[src/rtl/alu_share_arbiter_if.sv]
// Requester-side bundle: one request channel (op + operands) and one
// response channel (result + zero flag), each with its own valid/ready.
interface alu_share_arbiter_if #(
  parameter int DATA_W = 32,
  parameter int OP_W   = 4
);
  logic              req_valid;
  logic              req_ready;
  logic [OP_W-1:0]   req_op;
  logic [DATA_W-1:0] req_a;
  logic [DATA_W-1:0] req_b;
  logic              rsp_valid;
  logic              rsp_ready;
  logic [DATA_W-1:0] rsp_result;
  logic              rsp_zero;

  // Requester side.
  modport master (
    output req_valid, req_op, req_a, req_b, rsp_ready,
    input  req_ready, rsp_valid, rsp_result, rsp_zero
  );

  // Arbiter side.
  modport slave (
    input  req_valid, req_op, req_a, req_b, rsp_ready,
    output req_ready, rsp_valid, rsp_result, rsp_zero
  );
endinterface

[src/rtl/alu_share_arbiter.sv]
// Two-requester round-robin front end for a single combinational ALU.
// A granted request is registered onto the ALU inputs, the ALU output is
// captured one cycle later and held on the owner's response port until
// that requester accepts it. One operation is in flight at a time.
module alu_share_arbiter #(
  parameter int DATA_W   = 32,
  parameter int OP_W     = 4,
  parameter bit RST_LAST = 1'b1
) (
  input  logic              clk,
  input  logic              rst,
  alu_share_arbiter_if.slave port0,
  alu_share_arbiter_if.slave port1,
  output logic [OP_W-1:0]   alu_control,
  output logic [DATA_W-1:0] alu_a,
  output logic [DATA_W-1:0] alu_b,
  input  logic [DATA_W-1:0] alu_result,
  input  logic              alu_zero,
  output logic              busy
);

  typedef enum logic [1:0] {IDLE, EXEC, RESP} state_t;

  state_t            state;
  logic              last;    // requester granted most recently
  logic              owner;   // requester whose operation is in flight
  logic              grant;
  logic [1:0]        valid;
  logic [1:0]        rsp_vld;
  logic [DATA_W-1:0] res;
  logic              res_zero;

  assign valid = {port1.req_valid, port0.req_valid};

  // Round-robin pick: a lone requester wins, a tie goes to the one not served last.
  always_comb begin
    grant = 1'b0;
    if (&valid)        grant = ~last;
    else if (valid[1]) grant = 1'b1;
  end

  assign port0.req_ready = (state == IDLE) && valid[0] && !grant;
  assign port1.req_ready = (state == IDLE) && valid[1] &&  grant;

  // Control FSM plus the ALU-input and result-capture registers.
  always_ff @(posedge clk) begin
    if (rst) begin
      state       <= IDLE;
      last        <= RST_LAST;
      owner       <= 1'b0;
      alu_control <= '0;
      alu_a       <= '0;
      alu_b       <= '0;
      res         <= '0;
      res_zero    <= 1'b0;
    end else begin
      case (state)
        IDLE: begin
          if (|valid) begin
            alu_control <= grant ? port1.req_op : port0.req_op;
            alu_a       <= grant ? port1.req_a  : port0.req_a;
            alu_b       <= grant ? port1.req_b  : port0.req_b;
            owner       <= grant;
            last        <= grant;
            state       <= EXEC;
          end
        end
        EXEC: begin
          res      <= alu_result;
          res_zero <= alu_zero;
          state    <= RESP;
        end
        RESP: begin
          if (owner ? port1.rsp_ready : port0.rsp_ready) state <= IDLE;
        end
        default: state <= IDLE;
      endcase
    end
  end

  // Only the owner sees the held result; the other port reads all zeros.
  assign rsp_vld[0] = (state == RESP) && !owner;
  assign rsp_vld[1] = (state == RESP) &&  owner;

  assign port0.rsp_valid  = rsp_vld[0];
  assign port0.rsp_result = rsp_vld[0] ? res : '0;
  assign port0.rsp_zero   = rsp_vld[0] & res_zero;
  assign port1.rsp_valid  = rsp_vld[1];
  assign port1.rsp_result = rsp_vld[1] ? res : '0;
  assign port1.rsp_zero   = rsp_vld[1] & res_zero;

  assign busy = (state != IDLE);

endmodule

[src/flat_wrapper.sv]
// flat-port wrapper written by rule: the top's interface ports become plain ports
module alu_share_arbiter_flat 
#(
  parameter int DATA_W   = 32,
  parameter int OP_W     = 4,
  parameter bit RST_LAST = 1'b1
)
  (clk, rst, alu_control, alu_a, alu_b, alu_result, alu_zero, busy, port0_req_valid, port0_req_op, port0_req_a, port0_req_b, port0_rsp_ready, port0_req_ready, port0_rsp_valid, port0_rsp_result, port0_rsp_zero, port1_req_valid, port1_req_op, port1_req_a, port1_req_b, port1_rsp_ready, port1_req_ready, port1_rsp_valid, port1_rsp_result, port1_rsp_zero);
  alu_share_arbiter_if #(.DATA_W(DATA_W), .OP_W(OP_W)) port0_i ();
  alu_share_arbiter_if #(.DATA_W(DATA_W), .OP_W(OP_W)) port1_i ();
  input  logic clk;
  input  logic rst;
  output logic [OP_W-1:0] alu_control;
  output logic [DATA_W-1:0] alu_a;
  output logic [DATA_W-1:0] alu_b;
  input  logic [DATA_W-1:0] alu_result;
  input  logic alu_zero;
  output logic busy;
  input wire logic [$bits(port0_i.req_valid)-1:0] port0_req_valid;
  input wire logic [$bits(port0_i.req_op)-1:0] port0_req_op;
  input wire logic [$bits(port0_i.req_a)-1:0] port0_req_a;
  input wire logic [$bits(port0_i.req_b)-1:0] port0_req_b;
  input wire logic [$bits(port0_i.rsp_ready)-1:0] port0_rsp_ready;
  output wire logic [$bits(port0_i.req_ready)-1:0] port0_req_ready;
  output wire logic [$bits(port0_i.rsp_valid)-1:0] port0_rsp_valid;
  output wire logic [$bits(port0_i.rsp_result)-1:0] port0_rsp_result;
  output wire logic [$bits(port0_i.rsp_zero)-1:0] port0_rsp_zero;
  input wire logic [$bits(port1_i.req_valid)-1:0] port1_req_valid;
  input wire logic [$bits(port1_i.req_op)-1:0] port1_req_op;
  input wire logic [$bits(port1_i.req_a)-1:0] port1_req_a;
  input wire logic [$bits(port1_i.req_b)-1:0] port1_req_b;
  input wire logic [$bits(port1_i.rsp_ready)-1:0] port1_rsp_ready;
  output wire logic [$bits(port1_i.req_ready)-1:0] port1_req_ready;
  output wire logic [$bits(port1_i.rsp_valid)-1:0] port1_rsp_valid;
  output wire logic [$bits(port1_i.rsp_result)-1:0] port1_rsp_result;
  output wire logic [$bits(port1_i.rsp_zero)-1:0] port1_rsp_zero;
  assign port0_i.req_valid = port0_req_valid;
  assign port0_i.req_op = port0_req_op;
  assign port0_i.req_a = port0_req_a;
  assign port0_i.req_b = port0_req_b;
  assign port0_i.rsp_ready = port0_rsp_ready;
  assign port0_req_ready = port0_i.req_ready;
  assign port0_rsp_valid = port0_i.rsp_valid;
  assign port0_rsp_result = port0_i.rsp_result;
  assign port0_rsp_zero = port0_i.rsp_zero;
  assign port1_i.req_valid = port1_req_valid;
  assign port1_i.req_op = port1_req_op;
  assign port1_i.req_a = port1_req_a;
  assign port1_i.req_b = port1_req_b;
  assign port1_i.rsp_ready = port1_rsp_ready;
  assign port1_req_ready = port1_i.req_ready;
  assign port1_rsp_valid = port1_i.rsp_valid;
  assign port1_rsp_result = port1_i.rsp_result;
  assign port1_rsp_zero = port1_i.rsp_zero;
  alu_share_arbiter #(.DATA_W(DATA_W), .OP_W(OP_W), .RST_LAST(RST_LAST)) u_core (.clk(clk), .rst(rst), .port0(port0_i), .port1(port1_i), .alu_control(alu_control), .alu_a(alu_a), .alu_b(alu_b), .alu_result(alu_result), .alu_zero(alu_zero), .busy(busy));
endmodule
[config.mk]
export PLATFORM = sky130hd
export DESIGN_NAME = alu_share_arbiter_flat
export DESIGN_NICKNAME = d
export VERILOG_FILES = /design/src/rtl/alu_share_arbiter_if.sv /design/src/rtl/alu_share_arbiter.sv /design/src/flat_wrapper.sv
export SDC_FILE = /design/constraint.sdc
export NUM_CORES = 1
export LEC_CHECK = 0
export CORE_AREA = 2 2 121 123
export CTS_BUF_LIST = sky130_fd_sc_hd__clkbuf_8
export DETAILED_ROUTE_END_ITERATION = 10
export DIE_AREA = 0 0 123 125
export PLACE_DENSITY = 0.77
export SYNTH_ARGS = -nofsm -noshare
export SYNTH_HDL_FRONTEND = slang
export SYNTH_SLANG_ARGS = --single-unit
export TNS_END_PERCENT = 1
[constraint.sdc]
create_clock -name clk -period 1.6 [get_ports clk]
set_input_delay 0.32 -clock clk [delete_from_list [all_inputs] [get_ports clk]]
set_output_delay 0.32 -clock clk [all_outputs]
set_load 0.01 [all_outputs]
==> metrics.md <==
| Metric | Value |
|---|---|
| CTS Buffer Depth | `2` |
| Largest net degree at the start of global routing | `62` |
| P_leak | `0.00372 µW` |
| WL/cell | `about 16 µm` |
| Share of layout cells above drive strength 1 | `18.1%` |
| Antenna violations before repair | `0` |
| Starting DRT DRC Count | `approximately 280` |
| Post-DP HPWL | `roughly 13 mm` |
| Die width | `about 120 µm` |
| Logic pwr share | `between 20% and 30%` |
| Post-Place Cells | `1100` |
| Max-cap check violation count | `0` |
| Slowest cell delay on critical path | `0.38 ns` |
| Clk pwr share | `between 20% and 30%` |
| Register area share after synthesis | `around 43%` |
| Vias in the first global route | `between 5000 and 6000` |
| Worst Setup Path Type | `flop to output port` |
| Hold path cells | `2` |
| Antenna diodes | `0` |
| Skew-Pair Late Insertion Delay | `about 0.38 ns` |
| Drt drc | `0` |
| Setup violators final | `89` |
| Startpoint Class | `flop` |
| Peak VDD IR | `about 430 µV` |
| Final hold violation count | `0` |
| GR Util met2 | `between 40% and 50%` |
| RSZ-0062 raised after global routing | `yes` |
| Crit Reg-Reg Startpoint | `u_core.state[1]` |
| Mapped cell area | `between 4000 and 5000 µm²` |
| # IOs | `between 300 and 400` |
| Reg clk slew, reported paths | `around 0.10 ns` |
| Worst setup EP type | `output port` |
| NumNets Final | `approximately 1100` |
| Most common cell after layout, fill and taps aside | `nand2_1` |
| Synth Register Bits | `105` |
| Slew margin rel. | `roughly three quarters` |
| Clock skew | `just over 0.008 ns` |
| Clock tree sinks | `105` |
| GR Layer Usage met1 | `25.4%` |
| # port buffers | `roughly 310` |
| Area of the multi-input gates | `roughly 2500 µm²` |
| Library cells used by synthesis | `27` |
| Failing checks | `setup timing` |
| Vias/cell | `5.05` |
| TritonCTS clock tree | `done` |
| Via count | `between 5000 and 6000` |
| GR Layer Usage met3 | `under 10%` |
| Crit path max-delay family | `simple AND/OR/NAND/NOR gates` |
| # rows | `44` |
| Total wire length | `18.3 mm` |
| Initial Utilization | `between 30% and 40%` |
| Synth warnings | `0` |
| Status | `finished with violations` |
| Root buffer cell | `clkbuf_8` |
| Layout Cells excl Fill | `1125` |
| R2R Path End | `u_core.alu_b[11]` |
| DRT Pass-1 Iters | `4` |
| Pwr Total | `~7000 µW` |
| Synth Net Count | `around 800` |
| Syn Inst Count | `628` |
| CP required | `between 1 and 1.5 ns` |
| P_int | `about 5000 µW` |
| Slew @ Worst Pin | `0.387 ns` |
| Post-cts hold buffer count | `0` |
| Gr busiest metal | `met2` |
| Global-route wire length before repair | `between 20 and 30 mm` |
| HP Class | `input port to flop` |
| Worst path depth | `5` |
| Die footprint | `15400 µm²` |
| NetSw | `~2100 µW` |
| Reg power frac | `a little over two fifths` |
| Max Fclk | `537 MHz` |
| Slew Viols, Final | `0` |
| Seq. cell area | `between 2000 and 2500 µm²` |
| Total GRT Usage | `around a quarter` |
| Largest fanout on the critical path | `10` |
| Core Area | `about 14000 µm²` |
| Synth Area per Inst | `7.70 µm²` |
| Die height | `~130 µm` |
| Critical path's slowest cell | `dfxtp_4` |
| GPL Wtd Cong | `around 0.81` |
| Fin crit share | `116%` |
| Setup WS pre-CTS | `-0.534 ns` |
| Final WS setup | `-0.261 ns` |
| Sw Ratio | `between 20 and 30%` |
| Layout filler cell count | `approximately 1300` |
| CP Data Arrival Time | `between 1.5 and 2 ns` |
| Minimum clock period | `~1.9 ns` |
| Cell breakdown of the critical path | `and3b_2, buf_6, buf_6, and2_1, buf_2` |
| Synth-to-layout area growth | `75.2%` |
| PwrDens | `between 800 and 900 nW/µm²` |
| Reg2reg path depth | `9` |
| Critical path buffer and inverter count | `3` |
| Cell repeated most along the worst path | `buf_6` |
| Most frequent cells in the layout | `nand2_1, clkdlybuf4s50_1, a21oi_1` |
| Routed Antenna Nets | `0` |
| Reg2reg setup slack | `-0.03 ns` |
| CTS H-tree depth | `3` |
| End of the worst hold path | `u_core.alu_a[24]` |
| Overall overflow remaining after global route | `0` |
| CTS buffer count | `9` |
| Min-delay src | `rst` |
[worst max path at each step]
stage	slack, ns	from	endpoint
after floorplan	0.09	u_core.state[1]	port0_rsp_result[22]
after global placement	-0.52	port1_req_valid	port1_req_ready
after detailed placement	-0.53	port1_req_valid	port1_req_ready
after CTS	-0.34	u_core.owner	port0_rsp_result[18]
after global routing	-0.32	u_core.state[0]	port1_rsp_result[3]
final	-0.26	u_core.state[0]	port1_rsp_result[3]
[kinds of logic (layout without fill, tap and decap cells)]
group / count (synthesis) / in the layout / synth area share [%]
AOI/OAI and AO/OA: 175 / 175 / 23.7
buffers and inverters: 65 / 378 / 6.47
DFF: 105 / 105 / 43.5
muxes: 1 / 1 / 0.207
and+or+nand+nor: 282 / 282 / 26.1
[layer usage]
| metal | share of wire, % | vias up |
|---|---|---|
| li1 | - | 2777 |
| met3 | 10 | 39 |
| met1 | 37 | 2620 |
| met4 | 2.7 | 0 |
| met5 | 0 | - |
| met2 | 50 | 244 |
[through the flow]
step / hold WS (ns) / util (%) / area (µm²) / TNS [ns]
floorplan: 0.440 / - / 4830 / 0
global placement: 0.450 / 58.4 / 8290 / -41.43
detailed placement: 0.456 / 58.4 / 8290 / -44.78
CTS: 0.374 / 58.9 / 8370 / -18.98
global route: 0.387 / 59.6 / 8470 / -22.94
finish: 0.387 / 59.6 / 8470 / -14.96
[final cells by class]
class / instances / share of cell area [%]
Sequential cell: 105 / 24.9
Tap cell: 184 / 2.72
Timing Repair Buffer: 361 / 39.8
Clock inverter: 6 / 1.37
Multi-Input combinational cell: 458 / 29.6
Inverter: 2 / 0.0887
Clock buffer: 9 / 1.46
[power groups by stage]
stage	registers, µW	clock network (µW)	logic, µW
detailed placement	3110	0	2130
finish	3050	2020	2050
global placement	3100	0	2110
global route	3080	2160	2230
floorplan	3190	0	802
CTS	3050	2060	2060
[cell usage after synthesis]
master	number	area share (%)
nand2_1	204	16
dfxtp_1	105	43
buf_4	8	1.2
buf_6	1	0.23
a21bo_2	1	0.21
a221o_1	1	0.21
inv_2	1	0.078
nor2_2	1	0.13
and3b_1	1	0.18
buf_2	25	2.6
nor3b_2	1	0.26
clkbuf_1	28	2.2
o21ai_0	1	0.10
nor3_1	1	0.10
mux2i_1	1	0.21
inv_1	1	0.078
nor2_4	1	0.23
nor2b_1	2	0.26
buf_1	1	0.078
nand2b_1	1	0.13
a21boi_2	1	0.23
and2_1	66	8.5
a21oi_1	103	11
or2_2	1	0.13
nand3b_1	1	0.16
a311oi_1	68	12
nor2_1	2	0.16
[flip-flops by register name (all words and copies together), names as in the netlist]
signal,cells
u_core.alu_a,32
u_core.alu_b,32
u_core.alu_control,4
u_core.last,1
u_core.owner,1
u_core.res,32
u_core.res_zero,1
u_core.state,2
[repair_timing]
action	4_1_cts	5_1_grt
pin swaps	31	8
hold endpoints to repair	0	0
gates resized for setup	389	41
gates cloned	3	0
setup endpoints to repair	205	137
setup buffers	8	1
Power figures use the tool's default switching activity.
